[src/rtl/result_writeback.sv]
// Buffers one serialized result tile and writes it to data memory over a req/gnt port.
// Optional WB_PACK_EN: pack two 16-bit elements per 32-bit memory write.
module result_writeback #(
    parameter int DWIDTH   = 16,
    parameter int AWIDTH   = 5,
    parameter int SEGMENTS = 16,
    parameter int MAWIDTH  = 32
) (
    input  logic               clk,
    input  logic               rst,
    input  logic               in_valid,
    input  logic [AWIDTH-1:0]  in_addr,
    input  logic [DWIDTH-1:0]  in_data,
    input  logic               in_finish,
    input  logic [MAWIDTH-1:0] base_addr,
    output logic               mem_req,
    output logic [MAWIDTH-1:0] mem_addr,
    output logic [31:0]        mem_wdata,
    output logic [3:0]         mem_wstrb,
    input  logic               mem_gnt,
    output logic               wb_busy,
    output logic               wb_done,
    output logic [2:0]         wb_err
);

`ifdef WB_PACK_EN
    localparam int NWRITES = (SEGMENTS + 1) / 2;
`else
    localparam int NWRITES = SEGMENTS;
`endif
    localparam int IW = $clog2(NWRITES + 1);
    localparam int SW = (SEGMENTS > 1) ? $clog2(SEGMENTS) : 1;

    typedef enum logic [1:0] {IDLE, CAPTURE, DRAIN, DONE} state_t;

    state_t                    state_q, state_d;
    logic [DWIDTH-1:0]         buf_q [SEGMENTS];
    logic [DWIDTH-1:0]         buf_d [SEGMENTS];
    logic [SEGMENTS-1:0]       written_q, written_d;
    logic [MAWIDTH-1:0]        base_q, base_d;
    logic [IW-1:0]             idx_q, idx_d;
    logic [2:0]                err_q, err_d;
    logic                      inRange;
    logic [SW-1:0]             inSel;

    assign inRange = 32'(in_addr) < SEGMENTS;
    assign inSel   = SW'(in_addr);

    always_ff @(posedge clk) begin
        if (rst) begin
            state_q   <= IDLE;
            written_q <= '0;
            base_q    <= '0;
            idx_q     <= '0;
            err_q     <= '0;
            for (int i = 0; i < SEGMENTS; i++) buf_q[i] <= '0;
        end else begin
            state_q   <= state_d;
            written_q <= written_d;
            base_q    <= base_d;
            idx_q     <= idx_d;
            err_q     <= err_d;
            for (int i = 0; i < SEGMENTS; i++) buf_q[i] <= buf_d[i];
        end
    end

    // written_d already includes a beat coincident with in_finish, so the completeness test sees it.
    always_comb begin
        state_d   = state_q;
        written_d = written_q;
        base_d    = base_q;
        idx_d     = idx_q;
        err_d     = err_q;
        for (int i = 0; i < SEGMENTS; i++) buf_d[i] = buf_q[i];

        case (state_q)
            IDLE: begin
                if (in_valid) begin
                    base_d    = base_addr;
                    written_d = '0;
                    err_d     = '0;
                    for (int i = 0; i < SEGMENTS; i++) buf_d[i] = '0;
                    if (inRange) begin
                        buf_d[inSel]     = in_data;
                        written_d[inSel] = 1'b1;
                    end else begin
                        err_d[0] = 1'b1;
                    end
                    state_d = CAPTURE;
                end
            end
            CAPTURE: begin
                if (in_valid) begin
                    if (inRange) begin
                        buf_d[inSel]     = in_data;
                        written_d[inSel] = 1'b1;
                    end else begin
                        err_d[0] = 1'b1;
                    end
                end
                if (in_finish) begin
                    if (!(&written_d)) err_d[2] = 1'b1;
                    idx_d   = '0;
                    state_d = DRAIN;
                end
            end
            DRAIN: begin
                if (in_valid) err_d[1] = 1'b1;
                if (mem_gnt) begin
                    idx_d = idx_q + 1'b1;
                    if (idx_q == IW'(NWRITES - 1)) state_d = DONE;
                end
            end
            DONE: begin
                if (in_valid) err_d[1] = 1'b1;
                state_d = IDLE;
            end
            default: state_d = IDLE;
        endcase
    end

`ifdef WB_PACK_EN
    logic [SW-1:0] loSel, hiSel;
    logic          hiValid;
    assign loSel   = SW'(2 * 32'(idx_q));
    assign hiSel   = SW'(2 * 32'(idx_q) + 1);
    assign hiValid = (2 * 32'(idx_q) + 1) < SEGMENTS;
`else
    logic [SW-1:0] dSel;
    assign dSel = SW'(idx_q);
`endif

    // Outputs derive only from registered state, so they hold steady through grant stalls.
    always_comb begin
        mem_req   = 1'b0;
        mem_addr  = '0;
        mem_wdata = '0;
        mem_wstrb = '0;
        if (state_q == DRAIN) begin
            mem_req   = 1'b1;
            mem_addr  = base_q + (MAWIDTH'(idx_q) << 2);
            mem_wstrb = 4'b1111;
`ifdef WB_PACK_EN
            mem_wdata[15:0] = 16'(buf_q[loSel]);
            if (hiValid) mem_wdata[31:16] = 16'(buf_q[hiSel]);
            else         mem_wstrb = 4'b0011;
`else
            mem_wdata = 32'($signed(buf_q[dSel]));
`endif
        end
    end

    assign wb_busy = (state_q == CAPTURE) || (state_q == DRAIN);
    assign wb_done = (state_q == DONE);
    assign wb_err  = err_q;

endmodule

[config.mk]
export PLATFORM = sky130hd
export DESIGN_NAME = result_writeback
export DESIGN_NICKNAME = d
export VERILOG_FILES = /design/src/rtl/result_writeback.sv
export SDC_FILE = /design/constraint.sdc
export NUM_CORES = 1
export LEC_CHECK = 0
export ABC_AREA = 1
export CORE_MARGIN = 10
export CORE_UTILIZATION = 55
export CTS_CLUSTER_DIAMETER = 100
export CTS_CLUSTER_SIZE = 10
export DETAILED_ROUTE_END_ITERATION = 12
export PLACE_DENSITY = 0.76
export SLEW_MARGIN = 20
export SYNTH_ARGS = -nofsm -noshare
export SYNTH_HDL_FRONTEND = slang
export SYNTH_SLANG_ARGS = --single-unit
export TNS_END_PERCENT = 20
[constraint.sdc]
create_clock -name clk -period 4.21 [get_ports clk]
set_clock_uncertainty 0.05 [all_clocks]
set_input_delay 0.842 -clock clk [delete_from_list [all_inputs] [get_ports clk]]
set_output_delay 0.842 -clock clk [all_outputs]
set_load 0.01 [all_outputs]
Word-level counts from Yosys, hierarchy flattened
Memory sizes are Yosys's and may differ from the RTL's. A register that Yosys moved wholly into a read port is not among the register bits.
Index checks and enable logic that the tools add are counted.

word-level totals
  latch bits = 0
  ROM bits = 0
  input bits = 58
  memories = 1
  flip-flop bits (word level) = 58
  memory bits (writable) = 256

operators by class
  $lt $le $gt $ge = 5
  equality and inequality tests = 12
  div/mod/pow operators = 0
  reduce and logical (&&, ||, !) cells = 16
  multiply operators = 0
  add/sub/neg operators = 2
  shift-type cells = 0
  multiplexer cells = 59
  bitwise gates (word level) = 19

memories
  memory  words  width  rd ports  clocked after Yosys merged registers in  write ports  line  RTL
  buf_q   16     16     17        1                                        16           37    logic [DWIDTH-1:0] buf_q [SEGMENTS];

operators with widths
  cell                   number
  $mux W256              4
  $pmux W256 S2          1
  $mux W16               22
  $and A256 B256 Y256    1
  $bwmux W256            1
  $demux W16 S4          1
  $mux W32               2
  $add A32 B7 Y32        1
  $pmux W16 S2           1
  $or A1 B1 Y1           16
  $or A16 B16 Y16        1
  $reduce_and A16 Y1     1
  $ne A2 B2 Y1 const B   7
  $mux W4                3
  $reduce_and A4 Y1      3
  $mux W1                11
  $mux W5                2
  $pmux W5 S2            1
  $mux W2                4
  $pmux W2 S4            1
  $pmux W1 S2            3
  $reduce_and A3 Y1      2
  $reduce_bool A2 Y1     3
  $add A5 B1 Y5 const B  1
  17 further kinds       20

Longest topological paths before layout
  depth after elaboration = 12
  depth in mapped cells = 15

Worst setup path after synthesis
Ideal clock, no wire load.

  path type = flip-flop to output port
  from = reg with a tool-made name
  to = out mem_wdata[16]
  arrival = 2,277 ps
  stages on the path, launching flop included = 9
  setup slack = 1,041 ps
  cells stage by stage = dfxtp_1 -> inv_1 -> clkbuf_1 -> clkbuf_1 -> nor2_1 -> o221ai_1 -> o211ai_1 -> a21oi_1 -> buf_4

RTL lines
  element    line  RTL
  to (decl)  18    output logic [31:0] mem_wdata,

Worst setup path after layout
  from = reg idx_q[0]
  to = out mem_addr[16]

between the ends
  word-level cells in the longest chain between the ends = 2

RTL lines
  element                 line  RTL
  from (decl)             41    logic [IW-1:0] idx_q, idx_d;
  from (signal assigned)  61    idx_q <= idx_d;
  $add A32 B7 Y32         141   mem_addr = base_q + (MAWIDTH'(idx_q) << 2);
  $mux W32                139   if (state_q == DRAIN) begin
  to (decl)               17    output logic [MAWIDTH-1:0] mem_addr,

No other way between the ends.

==> impl_results.md <==
- # clock sinks: around 320
- TritonRoute pass-1 iters: 6
- R2R Path Start: state_q[1]
- Crit path top cell by count: nand2_2
- Die ar.: around 0.035 mm^2
- Final instance area: ~0.018 mm^2
- Mapped Cells: about 2,200
- Root Driver: clkbuf_16
- Hold Buf Count CTS: 0
- CP Launch Point: idx_q[0]
- H-tree Lvls: 2
- Core Util, Final: 0.6503
- Max-cap violations: 0
- Cell Area, Synth: approximately 0.015 mm^2
- RSZ-0062 raised after global routing: false
- Pwr Total: around 9 mW
- Most frequent cells in the layout: nand2_1 (674), dfxtp_1 (314), a21oi_1 (304), nor2_1 (241), o21ai_0 (197)
- Worst Setup EP: mem_addr[16]
- Antenna violations before repair: 0
- Net count after synthesis: around 2,300
- Max-slew headroom: 0.1810
- Final min period: around 4000 ps
- Non-Filler Instances: around 2,600
- Post-route DRC: 0
- Fmax: approximately 250 MHz
- Skew-Pair Late Insertion Delay: about 510 ps
- Layout Nets: roughly 2,300
- Die Ht: around 190 um
- Ant. Diodes: 0
- Arrival time worst endpoint: between 3000 and 4000 ps
- Rows: 60
- Worst path max stage delay: 550 ps
- Sequential power share: 0.377
- CTS buffer count: 37
- Worst Reg-to-Reg Cells: 12
- Pre-CTS setup slack: ~380 ps
- Crit-path cells: ha_1, inv_1, fa_1, inv_1, nand3_1, nand2_1, nand2_1, nand2_2, nand2_2, nor2_4, nand2_2, a21oi_1, clkdlybuf4s50_1
- DP Cell Count: roughly 2,600
- Comb pwr share: 0.316
- Reg2reg end: buf_q[13][6]
- Fraction of layout cells with a size suffix above 1: 0.06280
- Hpwl dp: ~31,000 um
- Global-route wire length before repair: about 79,000 um
- Leakage: approximately 6 nW
- Tcrit/Tclk final: 0.9458
- Final hold slack: 405.4 ps
- Crit path capture type: output pin
- Area after DPL: ~0.017 mm^2
- Final hold violations: 0
- Seq/Total Area, Yosys: 0.4194
- Synth Flop Type: dfxtp_1
- Avg Cell Area, Syn: between 6 and 7 um^2
- Switching Fraction: 0.3743
- I/O pin cnt: about 130
- Sequential cell area: between 0.006 and 0.007 mm^2
- CP Data Required Time: between 3000 and 4000 ps
- Slowest-stage cell, CP: clkdlybuf4s50_1
- Area Growth Syn to Fin: 15.78%
- Vias in the first global route: 14,600
- CP delay by family, top: simple AND/OR/NAND/NOR gates
- Yosys warnings: 0
- Gr ovfl total: 0
- Critical path depth: 13
- Pint: approximately 5.6 mW
- Maximum vdd drop: 0.0004495 V
- Number of buffers added on ports: around 130
- Worst hold path type: flip-flop to flip-flop
- Clock buffer depth: 3
- Initial drt markers: 1,899
- CTS tree: yes
- Startpoint types: flip-flop
- Slew @ Worst Pin: ~1200 ps
- Routed vias: around 16,000
- Post-synthesis register bit count: 318
- Cell Pwr Density: between 500 and 600 mW/mm^2
- Final setup TNS: 0 ps
- Total Wirelength: 50,940 um
- Clk pin slew, worst setup/hold paths: 50 ps
- Footprint of the multi-input gates: slightly below 0.008 mm^2
- Post-synth EDFFs: 0
- Final setup vio count: 0
- Setup CP Type: flip-flop to output pin
- Power share of the clock group: 0.307
- Per-cell routed wire length: about 20 um
- Post-synth ARST share: 0
- Fillers: around 2,400
- Post-route setup slack: about 230 ps
- Netlist cell types: 37
- Antenna-violating nets left: 0
- Vias/cell: 5.985
- Die X: roughly 190 um
- R2r setup slk: 1280 ps
- Most common cell after layout, fill and taps aside: nand2_1
- Gr usage total: 0.2856
- GP Congestion: approximately 0.93
- Slew Viols, Final: 0
- Status: finished clean
- CP bufs+invs: 3
- Net Switching: between 3 and 4 mW
- Largest net degree at the start of global routing: approximately 260
- Core ar.: ~0.027 mm^2
- Starting Density: 0.5617
- Critical path peak fanout: 5
==> power by group through the flow <==
stage	clock (mW)	sequential (mW)	combinational, mW
global route	2.88	3.42	3.05
global placement	0	3.45	2.71
finish	2.76	3.40	2.84
detailed placement	0	3.45	2.74
floorplan	0	3.39	1.77
CTS	2.77	3.39	2.75
==> routing by layer <==
layer | track usage | vias up | share of wire
met5 | 0 | - | 0
met1 | 0.3709 | 7236 | 0.41
met3 | 0.05840 | 141 | 0.10
met2 | 0.4591 | 873 | 0.45
li1 | - | 7418 | -
met4 | 0.1080 | 0 | 0.038
==> worst min-delay path: stages (launching register included) <==
cell and delay (ps):
dfxtp_1 300, nand2_1 60, a21oi_1 50
==> synth_stat cells, types with 11 or more instances <==
cell      instances  area [um^2]
nand2_1         677         2541
dfxtp_1         318         6366
a21oi_1         304         1521
nor2_1          245        919.6
o21ai_0         197        986.0
clkbuf_1        114        427.9
inv_1            74        277.8
o221ai_1         44        385.4
nand3_1          35        175.2
buf_4            30        225.2
buf_2            27        135.1
o22ai_1          21        131.4
o211ai_1         20        150.1
a31oi_1          16        100.1
ha_1             11        137.6
nor2_2           11        68.82
o21ai_2          11        96.34
==> state kept, by name, indices dropped and copies added (netlist names), named ones only <==
name and cells:
state_q 2, wb_err 3, base_q 32, buf_q 256, written_q 16, idx_q 5
==> cells by family (layout without fill, tap and decap cells) <==
kind of cell	count (synthesis)	count (layout)	share of synthesized area
flip-flops	318	318	0.4194
XOR/XNOR	9	9	0.005193
adder cells (fa/ha/maj)	12	12	0.01039
AND/OR/NAND/NOR	1000	1000	0.2597
AO/OA/AOI/OAI	633	633	0.2314
buffers and inverters	258	305	0.07394
==> area by class of cell <==
| class | instances | share of cell area |
|---|---|---|
| Tap cell | 341 | 0.02428 |
| Multi-Input combinational cell | 1654 | 0.4408 |
| Inverter | 81 | 0.01737 |
| Sequential cell | 318 | 0.3628 |
| Timing Repair Buffer | 183 | 0.1000 |
| Clock inverter | 2 | 0.0009967 |
| Clock buffer | 39 | 0.05368 |
==> how the worst min path moves through the flow <==
stage                       from           end  slack [ps]  cells past startpoint
finish              buf_q[2][15]  buf_q[2][15]         410                      2
global route        buf_q[14][5]  buf_q[14][5]         420                      2
CTS                 buf_q[2][15]  buf_q[2][15]         410                      2
detailed placement  buf_q[2][15]  buf_q[2][15]         400                      2
global placement    buf_q[10][8]  buf_q[10][8]         390                      2
floorplan           buf_q[10][5]  buf_q[10][5]         390                      2
==> timing repair <==
action                     in CTS  in global routing
resized for setup               4                  6
setup endpoints to repair       2                  6
buffers inserted                0                  0
pin swaps                       0                  0
No activity file was read; power rests on OpenSTA's default activity.
